===== config.mk =====
export PLATFORM = sky130hd
export DESIGN_NAME = time12_ampm_core
export DESIGN_NICKNAME = d
export VERILOG_FILES = /design/src/rtl/time12_ampm_core.sv
export SDC_FILE = /design/constraint.sdc
export NUM_CORES = 1
export LEC_CHECK = 0
export CAP_MARGIN = 30
export CORE_MARGIN = 2
export CORE_UTILIZATION = 55
export CTS_BUF_LIST = sky130_fd_sc_hd__clkbuf_8
export CTS_CLUSTER_DIAMETER = 50
export CTS_CLUSTER_SIZE = 14
export DETAILED_ROUTE_END_ITERATION = 6
export PLACE_DENSITY_LB_ADDON = 0.1
export RECOVER_POWER = 100
export SLEW_MARGIN = 40
export SYNTH_ARGS = -nofsm -noshare
export SYNTH_HDL_FRONTEND = slang
export SYNTH_SLANG_ARGS = --single-unit

===== constraint.sdc =====
create_clock -name clk_i -period 2.8 [get_ports clk_i]
set_input_delay 0.28 -clock clk_i [delete_from_list [all_inputs] [get_ports clk_i]]
set_output_delay 0.28 -clock clk_i [all_outputs]
set_load 0.05 [all_outputs]

===== src/rtl/time12_ampm_core.sv =====
// ============================================================================
// Module   : time12_ampm_core
// Brief    : 12-hour time-of-day counter with AM/PM flag, 1 Hz advance,
//            set-mode button edits and a midnight pulse. Optional hr24 output
//            is enabled with the HR24_OUT_EN macro.
// Revision : 1.0 - initial release
// ============================================================================
`default_nettype none

module time12_ampm_core #(
    parameter int TICK_DIV = 1
) (
    input  logic       clk_i,
    input  logic       reset_i,
    input  logic       tick_1hz_i,
    input  logic [1:0] mode_i,
    input  logic       inc_min_btn_i,
    input  logic       inc_hr_btn_i,
    output logic [5:0] sec_o,
    output logic [5:0] min_o,
    output logic [3:0] hr12_o,
    output logic       ap_o,
`ifdef HR24_OUT_EN
    output logic [4:0] hr24_o,
`endif
    output logic       midnight_o
);

    localparam int              PW       = (TICK_DIV > 1) ? $clog2(TICK_DIV) : 1;
    localparam logic [PW-1:0]   PRE_LAST = PW'(TICK_DIV - 1);
    localparam logic [1:0]      MODE_SET = 2'b10;

    logic [PW-1:0] pre_q, pre_d;
    logic [5:0]    sec_q, sec_d;
    logic [5:0]    min_q, min_d;
    logic [3:0]    hr_q, hr_d;
    logic          ap_q, ap_d;
    logic          mid_q, mid_d;
    logic [1:0]    mode_prev_q;
    logic          btn_min_q, btn_hr_q;

    logic          w_set;
    logic          w_min_edge;
    logic          w_hr_edge;
    logic          w_adv;
    logic [4:0]    w_hr_inc;

    // Returns {ap, hr}; out-of-range hours land on 12 without touching ap.
    function automatic logic [4:0] hr_next(input logic [3:0] h, input logic a);
        logic [4:0] r;
        r = {a, 4'd12};
        if (h == 4'd11)
            r = {~a, 4'd12};
        else if (h == 4'd12)
            r = {a, 4'd1};
        else if (h != 4'd0 && h < 4'd12)
            r = {a, h + 4'd1};
        return r;
    endfunction

    assign w_set      = (mode_i == MODE_SET);
    assign w_min_edge = inc_min_btn_i & ~btn_min_q;
    assign w_hr_edge  = inc_hr_btn_i & ~btn_hr_q;
    assign w_adv      = tick_1hz_i && (pre_q >= PRE_LAST);
    assign w_hr_inc   = hr_next(hr_q, ap_q);

    always_comb begin
        pre_d = pre_q;
        sec_d = sec_q;
        min_d = min_q;
        hr_d  = hr_q;
        ap_d  = ap_q;
        mid_d = 1'b0;
        if (w_set) begin
            if (mode_prev_q != MODE_SET)
                sec_d = 6'd0;
            if (w_min_edge)
                min_d = (min_q >= 6'd59) ? 6'd0 : min_q + 6'd1;
            if (w_hr_edge)
                {ap_d, hr_d} = w_hr_inc;
        end else if (tick_1hz_i) begin
            pre_d = w_adv ? '0 : pre_q + PW'(1);
            if (w_adv) begin
                if (sec_q >= 6'd59) begin
                    sec_d = 6'd0;
                    if (min_q >= 6'd59) begin
                        min_d        = 6'd0;
                        {ap_d, hr_d} = w_hr_inc;
                        // Only the 11 PM carry lands on 12 AM.
                        mid_d        = (hr_q == 4'd11) && ap_q;
                    end else begin
                        min_d = min_q + 6'd1;
                    end
                end else begin
                    sec_d = sec_q + 6'd1;
                end
            end
        end
    end

    always_ff @(posedge clk_i or posedge reset_i) begin
        if (reset_i) begin
            pre_q       <= '0;
            sec_q       <= 6'd0;
            min_q       <= 6'd0;
            hr_q        <= 4'd12;
            ap_q        <= 1'b0;
            mid_q       <= 1'b0;
            mode_prev_q <= 2'b00;
            btn_min_q   <= 1'b0;
            btn_hr_q    <= 1'b0;
        end else begin
            pre_q       <= pre_d;
            sec_q       <= sec_d;
            min_q       <= min_d;
            hr_q        <= hr_d;
            ap_q        <= ap_d;
            mid_q       <= mid_d;
            mode_prev_q <= mode_i;
            btn_min_q   <= inc_min_btn_i;
            btn_hr_q    <= inc_hr_btn_i;
        end
    end

    assign sec_o      = sec_q;
    assign min_o      = min_q;
    assign hr12_o     = hr_q;
    assign ap_o       = ap_q;
    assign midnight_o = mid_q;

`ifdef HR24_OUT_EN
    logic [4:0] w_hr_base;

    always_comb begin
        w_hr_base = {1'b0, hr_q};
        if (hr_q == 4'd0 || hr_q >= 4'd12)
            w_hr_base = 5'd0;
        hr24_o = ap_q ? w_hr_base + 5'd12 : w_hr_base;
    end
`endif

endmodule

`default_nettype wire


# After elaboration in Yosys (flattened, before gate mapping)
# Index checks and enable logic that the tools add are counted.
[totals]
memories = 0
latch_bits = 0
register_bits = 23
mem_bits_ro = 0
in_bits = 7
ramBits = 0
output_inout_bits = 18
wordCells = 74
[op_classes]
eq_ne = 7
multipliers = 0
n_bitwise = 6
div = 0
addsub = 4
n_reduce_logical = 12
n_mux = 32
n_lt_le_gt_ge = 4
shift = 0
[op_table]
columns = ["cell", "count"]
rows = [
  ["$mux W6", 11],
  ["$mux W4", 8],
  ["$add A6 B1 Y6 const B", 2],
  ["$ge A6 B6 Y1 const B", 2],
  ["$mux W1", 12],
  ["$eq A4 B4 Y1 const B", 2],
  ["$reduce_bool A2 Y1", 4],
  ["$ne A2 B1 Y1 const B", 3],
  ["$mux W5", 1],
  ["$reduce_and A5 Y1", 1],
  ["$add A4 B1 Y4 const B", 1],
  ["$lt A4 B4 Y1 const B", 1],
  ["$not A1 Y1", 4],
  ["$reduce_and A4 Y1", 1],
  ["$reduce_bool A4 Y1", 1],
  ["$logic_and A1 B1 Y1", 3],
  ["$reduce_and A3 Y1", 1],
  ["$and A1 B1 Y1", 2],
  ["$eq A2 B2 Y1 const B", 1],
  ["$ne A2 B2 Y1 const B", 1],
  ["$reduce_and A2 Y1", 1],
  ["$add A1 B1 Y1 const B", 1],
  ["$ge A1 B1 Y1 const B", 1],
]

# Depth between registers and ports, before layout
# Gate-level depths: netlist of run 1.
[logic_depth]
word_depth = 10
mapped_depth = 6
depth_no_buf = 6

# Worst setup path after synthesis of run 1
# Ideal clock, no wire load.
[synth_path]
path_type = "flip-flop to flip-flop"
start = "register min_q[0] (netlist: min_o[0])"
end = "register hr_q[2] (netlist: hr12_o[2])"
setup_ns = 0.081
required_ns = 2.719
arrival_time_ns = 1.825
path_buffers = 0
path_slack_ns = 0.895
stages_incl_launch_ff = 6
period_less_slack_ns = 1.905
cell_sequence = "dfrtp_1 ha_1 o2111a_2 a41oi_4 o31a_1 o221ai_2"
[synth_via]
elab_chain_cells = 3
[synth_rtl]
columns = ["item", "line", "text"]
rows = [
  ["start: declaration", "35", "logic [5:0] min_q, min_d;"],
  ["start signal: assignment", "115", "min_q <= min_d;"],
  ["$ge A6 B6 Y1", "86", "if (min_q >= 6'd59) begin"],
  ["$reduce_bool A2 Y1 (no line)", "--", ""],
  ["$reduce_and A5 Y1 (no line)", "--", ""],
  ["end signal: assignment", "116", "hr_q <= hr_d;"],
  ["end: declaration", "36", "logic [3:0] hr_q, hr_d;"],
]
# No other way between the ends.
# A chain may end at the register's enable or synchronous reset.

# Worst setup path in the final report of run 1
[layout_path]
start = "register hr_q[2] (netlist: hr12_o[2])"
end = "output hr12_o[2]"
[layout_lines]
columns = ["item", "line", "text"]
rows = [
  ["end: declaration", "21", "output logic [3:0] hr12_o,"],
]
# No word-level cell between the ends.

==> reports/qor.yml, run 1 <==
min_path_type: "register to register"
max_stage_delay_ns: 0.91
slew_viol_final: 0
cts_sinks: 22
placed_area_mm2: 0.00147
synth_area_mm2: 0.00121
cp-end-kind: "output port"
timing.fmax_mhz: 471
clk_latency_ns: 0.26
crit_chain: "dlygate4sd3_1"
core_mm2: 0.00202
io_pins: 25
grt_pass1_wl_um: 4110
synth-edff-count: 0
p_per_area_mw_per_mm2: 864
synth_nets: 128
cts_max_level: 1
dpl.hpwl_um: 1680
fp.dieH_um: 50.9
gr-total-overflow: 0
final_cells: 169
period_minus_slack_ns: 2.12
dieArea_mm2: 0.00259
min_period_over_period: 0.759
rsz0062_at_grt: "false"
max-cap-violations: 0
worst-slew-pin-transition_ns: 0.848
rows: 16
start_util: 0.599
maxSlewHeadroom: 0.427
p_leak_nw: 0.661
wirelength_um: 2310
drive_gt1_frac: 0.0704
numCtsBuffers: 3
first_pass_iters: 4
async_flop_share: 1.00
path_buf_inv: 1
path_clk_slew_ns: 0.07
fin_skew_ns: 0.00276
path_class: "register to output port"
cts_setup_buffers: 0
seq_area_frac_synth: 0.457
drtIter0Drc: 20
grt_max_degree: 23
die_w_um: 50.9
vias_per_cell: 5.85
antennaDiodeCount: 0
yosys_warnings: 0
dp_cells: 165
cts_resized: 0
critPathTopFamily: "buffers and inverters"
numPortBuffers: 24
crit_arrival_ns: 1.84
syn_to_final_growth_pct: 22.8
worst_setup_path_start_kind: "register"
status: "finished, final reports clean"
hold_violations: 0
synth.distinct_cells: 43
cp_max_fo: 12
grt_use_total: 0.212
fin_util: 0.736
crit_slowest_cell: "dlygate4sd3_1"
pre_cts_slack_ns: 0.873
layout.nets: 154
ir_drop_v: 0.000671
antenna_left: 0
drt-wirelength-per-cell_um: 13.7
setup-tns-final_ns: 0
worst_slack_ns: 0.675
post-route-cell-area_mm2: 0.00149
clockBufferDepth: 2
antenna_found_initial: 0
cp.required_ns: 2.52
synthCells: 117
place_congestion: 0.804
cts_hold_repair.buffers: 0
synth_seq_cells: 22
cts_root_buf: "clkbuf_8"
setup_violations: 0
synth_ff_type: "dfrtp_1"
cts_tree: "yes"
syn_avg_cell_area_um2: 10.4
drcViolationCount: 0
grt_pass1_vias: 923
num_vias: 989
==> final timing paths <==
| kind | end | slack [ns] | start | depth (start not counted) |
|---|---|---|---|---|
| setup / recovery | hr12_o[2] | 0.68 | hr12_o[2] | 1 |
| hold / removal | ap_o | 0.49 | ap_o | 1 |
| setup reg to reg | hr12_o[2] | 0.70 | min_o[0] | 5 |
| hold reg to reg | ap_o | 0.49 | ap_o | 1 |
| max in group asynchronous | min_o[3] | 1.69 | reset_i | 2 |
| min in group asynchronous | btn_min_q | 0.61 | reset_i | 2 |
==> per-layer routing <==
metal	vias up	part of all wire	global-route usage
met5	-	0	0
met4	0	0.013	0.108
met3	4	0.034	0.0351
met2	23	0.50	0.344
met1	475	0.46	0.273
li1	487	-	-
==> where the power goes <==
group / internal [mW] / switching [mW]
Sequential: 0.393 / 0.0992
Combinational: 0.196 / 0.401
Clock: 0.0977 / 0.0983
Total: 0.686 / 0.598
==> cell usage after synthesis (2+ instances only) <==
master	count	area [µm²]
dfstp_2	2	52.6
ha_1	4	50.1
o22a_1	2	17.5
nor3_1	5	25.0
nand2b_1	4	25.0
and2_1	2	12.5
nand3_1	5	25.0
nand4b_1	2	17.5
o21ai_0	16	80.1
inv_1	5	18.8
nor2_1	4	15.0
nand2_1	10	37.5
dfrtp_1	20	500
nor2b_1	3	18.8
a31oi_1	2	12.5
a22o_1	3	26.3
a21o_1	2	15.0
==> flip-flops by register name, summed over array words and instances (netlist names) <==
signal and flops:
ap_o 1, btn_hr_q 1, btn_min_q 1, hr12_o 4, midnight_o 1, min_o 6, mode_prev_q 2, sec_o 6
==> area by class of cell <==
cell class / count / area (µm²)
clock buffers: 3 / 41.3
repair buffers: 25 / 244
multi-input cells: 86 / 593
flip-flops and latches: 22 / 553
well taps: 27 / 33.8
fillers: 152 / 534
inverters: 5 / 18.8
clock inverters: 1 / 3.75
==> cells by family (layout without fill, tap and decap cells) <==
| logic type | after synthesis | count (layout) | share of synthesized area |
|---|---|---|---|
| xor+xnor | 1 | 1 | 0.00723 |
| fa+ha+maj | 5 | 5 | 0.0496 |
| simple gates | 41 | 41 | 0.207 |
| buf+inv | 9 | 34 | 0.0382 |
| compound gates | 38 | 38 | 0.232 |
| flops | 22 | 22 | 0.457 |
| mux | 1 | 1 | 0.00930 |
==> layout by cell type, fill, tap and decap left out, types with 3 or more instances in the layout <==
cell,synthesis,layout
a22o_1,3,3
clkbuf_8,0,3
dfrtp_1,20,20
dlygate4sd3_1,0,23
ha_1,4,4
inv_1,5,6
nand2_1,10,10
nand2b_1,4,4
nand3_1,5,5
nor2_1,4,4
nor2b_1,3,3
nor3_1,5,5
o21ai_0,16,17
==> per-stage QoR <==
step	hold WS [ns]	total power, mW
5_1_grt	0.521	1.37
3_3_place_gp	0.488	1.10
2_1_floorplan	0.268	0.926
4_1_cts	0.478	1.33
6_report	0.486	1.28
3_5_place_dp	0.485	1.13
Power figures use the tool's default switching activity.
==> inputs of run 2 (changes only) <==
Settings changed: CORE_ASPECT_RATIO set to 1.75, CORE_UTILIZATION 55 to 47.
Clock period 2.8 ns to 1.8 ns, I/O delays scaled along.
==> reports/qor.yml, run 2 (same netlist as run 1, synthesis figures left out) <==
max_stage_delay_ns: 0.84  # -0.07 ns
num_vias: 1059  # +7.1%
final_cells: 176  # +4.1%
fin_skew_ns: 0.00193  # -0.000833 ns
die_w_um: 42.4  # -17%
drive_gt1_frac: 0.160  # +0.0896
hold_violations: 0  # unchanged
antenna_left: 0  # unchanged
maxSlewHeadroom: 0.196  # -0.230
numPortBuffers: 24  # unchanged
clockBufferDepth: 2  # unchanged
crit_slowest_cell: "clkdlybuf4s50_1"
dieArea_mm2: 0.00302  # +16%
p_leak_nw: 0.642  # -2.9%
syn_to_final_growth_pct: 28.0
status: "finished, final reports clean"
crit_arrival_ns: 1.55  # -0.29 ns
cp.required_ns: 1.62  # -0.90 ns
path_clk_slew_ns: 0.08  # about the same
drt-wirelength-per-cell_um: 15.9  # +16%
slew_viol_final: 0  # unchanged
antennaDiodeCount: 0  # unchanged
cts_hold_repair.buffers: 0  # unchanged
vias_per_cell: 6.02  # +2.8%
wirelength_um: 2800  # +21%
min_period_over_period: 0.959
n_fill_cell: 206  # +36%
grt_use_total: 0.196  # -0.0165
cts_root_buf: "clkbuf_8"
path_class: "register to output port"
min_path_type: "input port to register"
crit_chain: "clkdlybuf4s50_1"
p_per_area_mw_per_mm2: 1350  # +56%
fin_util: 0.630  # -0.106
worst-slew-pin-transition_ns: 1.21  # +0.357 ns
io_pins: 25  # unchanged
cp_max_fo: 6  # -6
placed_area_mm2: 0.00150  # +2.1%
cts_sinks: 22  # unchanged
gr-total-overflow: 0  # unchanged
setup-tns-final_ns: 0  # unchanged
mostFrequentLayoutCell: "o21ai_0"
place_congestion: 0.783  # -2.5%
post-route-cell-area_mm2: 0.00155  # +4.2%
clk_latency_ns: 0.26  # about the same
drcViolationCount: 0  # unchanged
path_buf_inv: 1  # unchanged
grt_pass1_wl_um: 4600  # +12%
cts_max_level: 1  # unchanged
numCtsBuffers: 3  # unchanged
dpl.hpwl_um: 2090  # +24%
timing.fmax_mhz: 579
first_pass_iters: 4  # unchanged
fp.dieH_um: 71.2  # +40%
drtIter0Drc: 35  # +75%
worst_setup_path_start_kind: "register"
setup_violations: 0  # unchanged
grt_max_degree: 23  # unchanged
dp_cells: 170  # +3.0%
layout_common_cells: "o21ai_0, dfrtp_1, clkdlybuf4s50_1"
ir_drop_v: 0.000849  # +27%
critPathTopFamily: "buffers and inverters"
start_util: 0.492  # -0.107
antenna_found_initial: 0  # unchanged
period_minus_slack_ns: 1.73
layout.nets: 162  # +5.2%
cp-end-kind: "output port"
grt_pass1_vias: 1058  # +15%
core_mm2: 0.00246  # +22%
max-cap-violations: 0  # unchanged
cts_tree: "yes"
rows: 24  # +8
run 2: cell count changes in the layout (fill, tap and decap cells not counted), moves of 4 or more:
| cell | change |
|---|---|
| dlygate4sd3_1 | -18 |
| clkbuf_1 | +8 |
| dfrtp_2 | +4 |
| buf_4 | +6 |
| dfrtp_1 | -4 |
| clkdlybuf4s50_1 | +11 |
run 2: layer usage:
| layer | track usage | up-vias | wire length [µm] |
|---|---|---|---|
| li1 | - | 497 | - |
| met1 | 0.215 | 524 | 1070 |
| met2 | 0.347 | 32 | 1580 |
| met3 | 0.0306 | 6 | 101 |
| met4 | 0.111 | 0 | 48 |
| met5 | 0 | - | 0 |
run 2: worst reg2reg max path, delay by kind of cell (launching register included):
family	cells	cell delay (ns)
flops	1	0.43
fa+ha+maj	1	0.27
compound gates	4	0.73
buf+inv	1	0.18
run 2: cell type report:
class / count / area (µm²) / share of cell area
inverters: 5 / 18.8 / 0.0121
well taps: 26 / 32.5 / 0.0210
clock buffers: 4 / 55.1 / 0.0355
flip-flops and latches: 22 / 558 / 0.360
multi-input cells: 86 / 626 / 0.404
repair buffers: 33 / 260 / 0.168
run 2: metrics by stage:
stage	power [mW]	hold slack (ns)	setup WS [ns]
floorplan	1.45	0.167	0.0163
global placement	1.75	0.503	0.0938
detailed placement	1.79	0.503	0.0225
CTS	2.15	0.252	0.0690
global route	2.22	0.487	-0.00250
finish	2.09	0.483	0.0732
run 2: path summary, 6_finish.rpt:
check	start	endpoint	slack, ns	depth (start not counted)
max in group asynchronous	reset_i	sec_o[1]	0.41	3
min reg2reg	ap_o	ap_o	0.51	1
min	inc_hr_btn_i	btn_hr_q	0.48	1
max	min_o[5]	min_o[5]	0.07	1
min in group asynchronous	reset_i	midnight_o	0.59	3
max reg2reg	sec_o[0]	min_o[2]	0.09	6
run 2: repair_timing:
action,in CTS,in global routing
setup endpoints to repair,0,1
setup buffers,0,1
hold endpoints to repair,0,0
resized for setup,0,2
run 2: power by group:
part / total (mW) / switching, mW / internal, mW
combinational: 0.963 / 0.659 / 0.304
clock: 0.361 / 0.165 / 0.195
sequential: 0.768 / 0.153 / 0.615
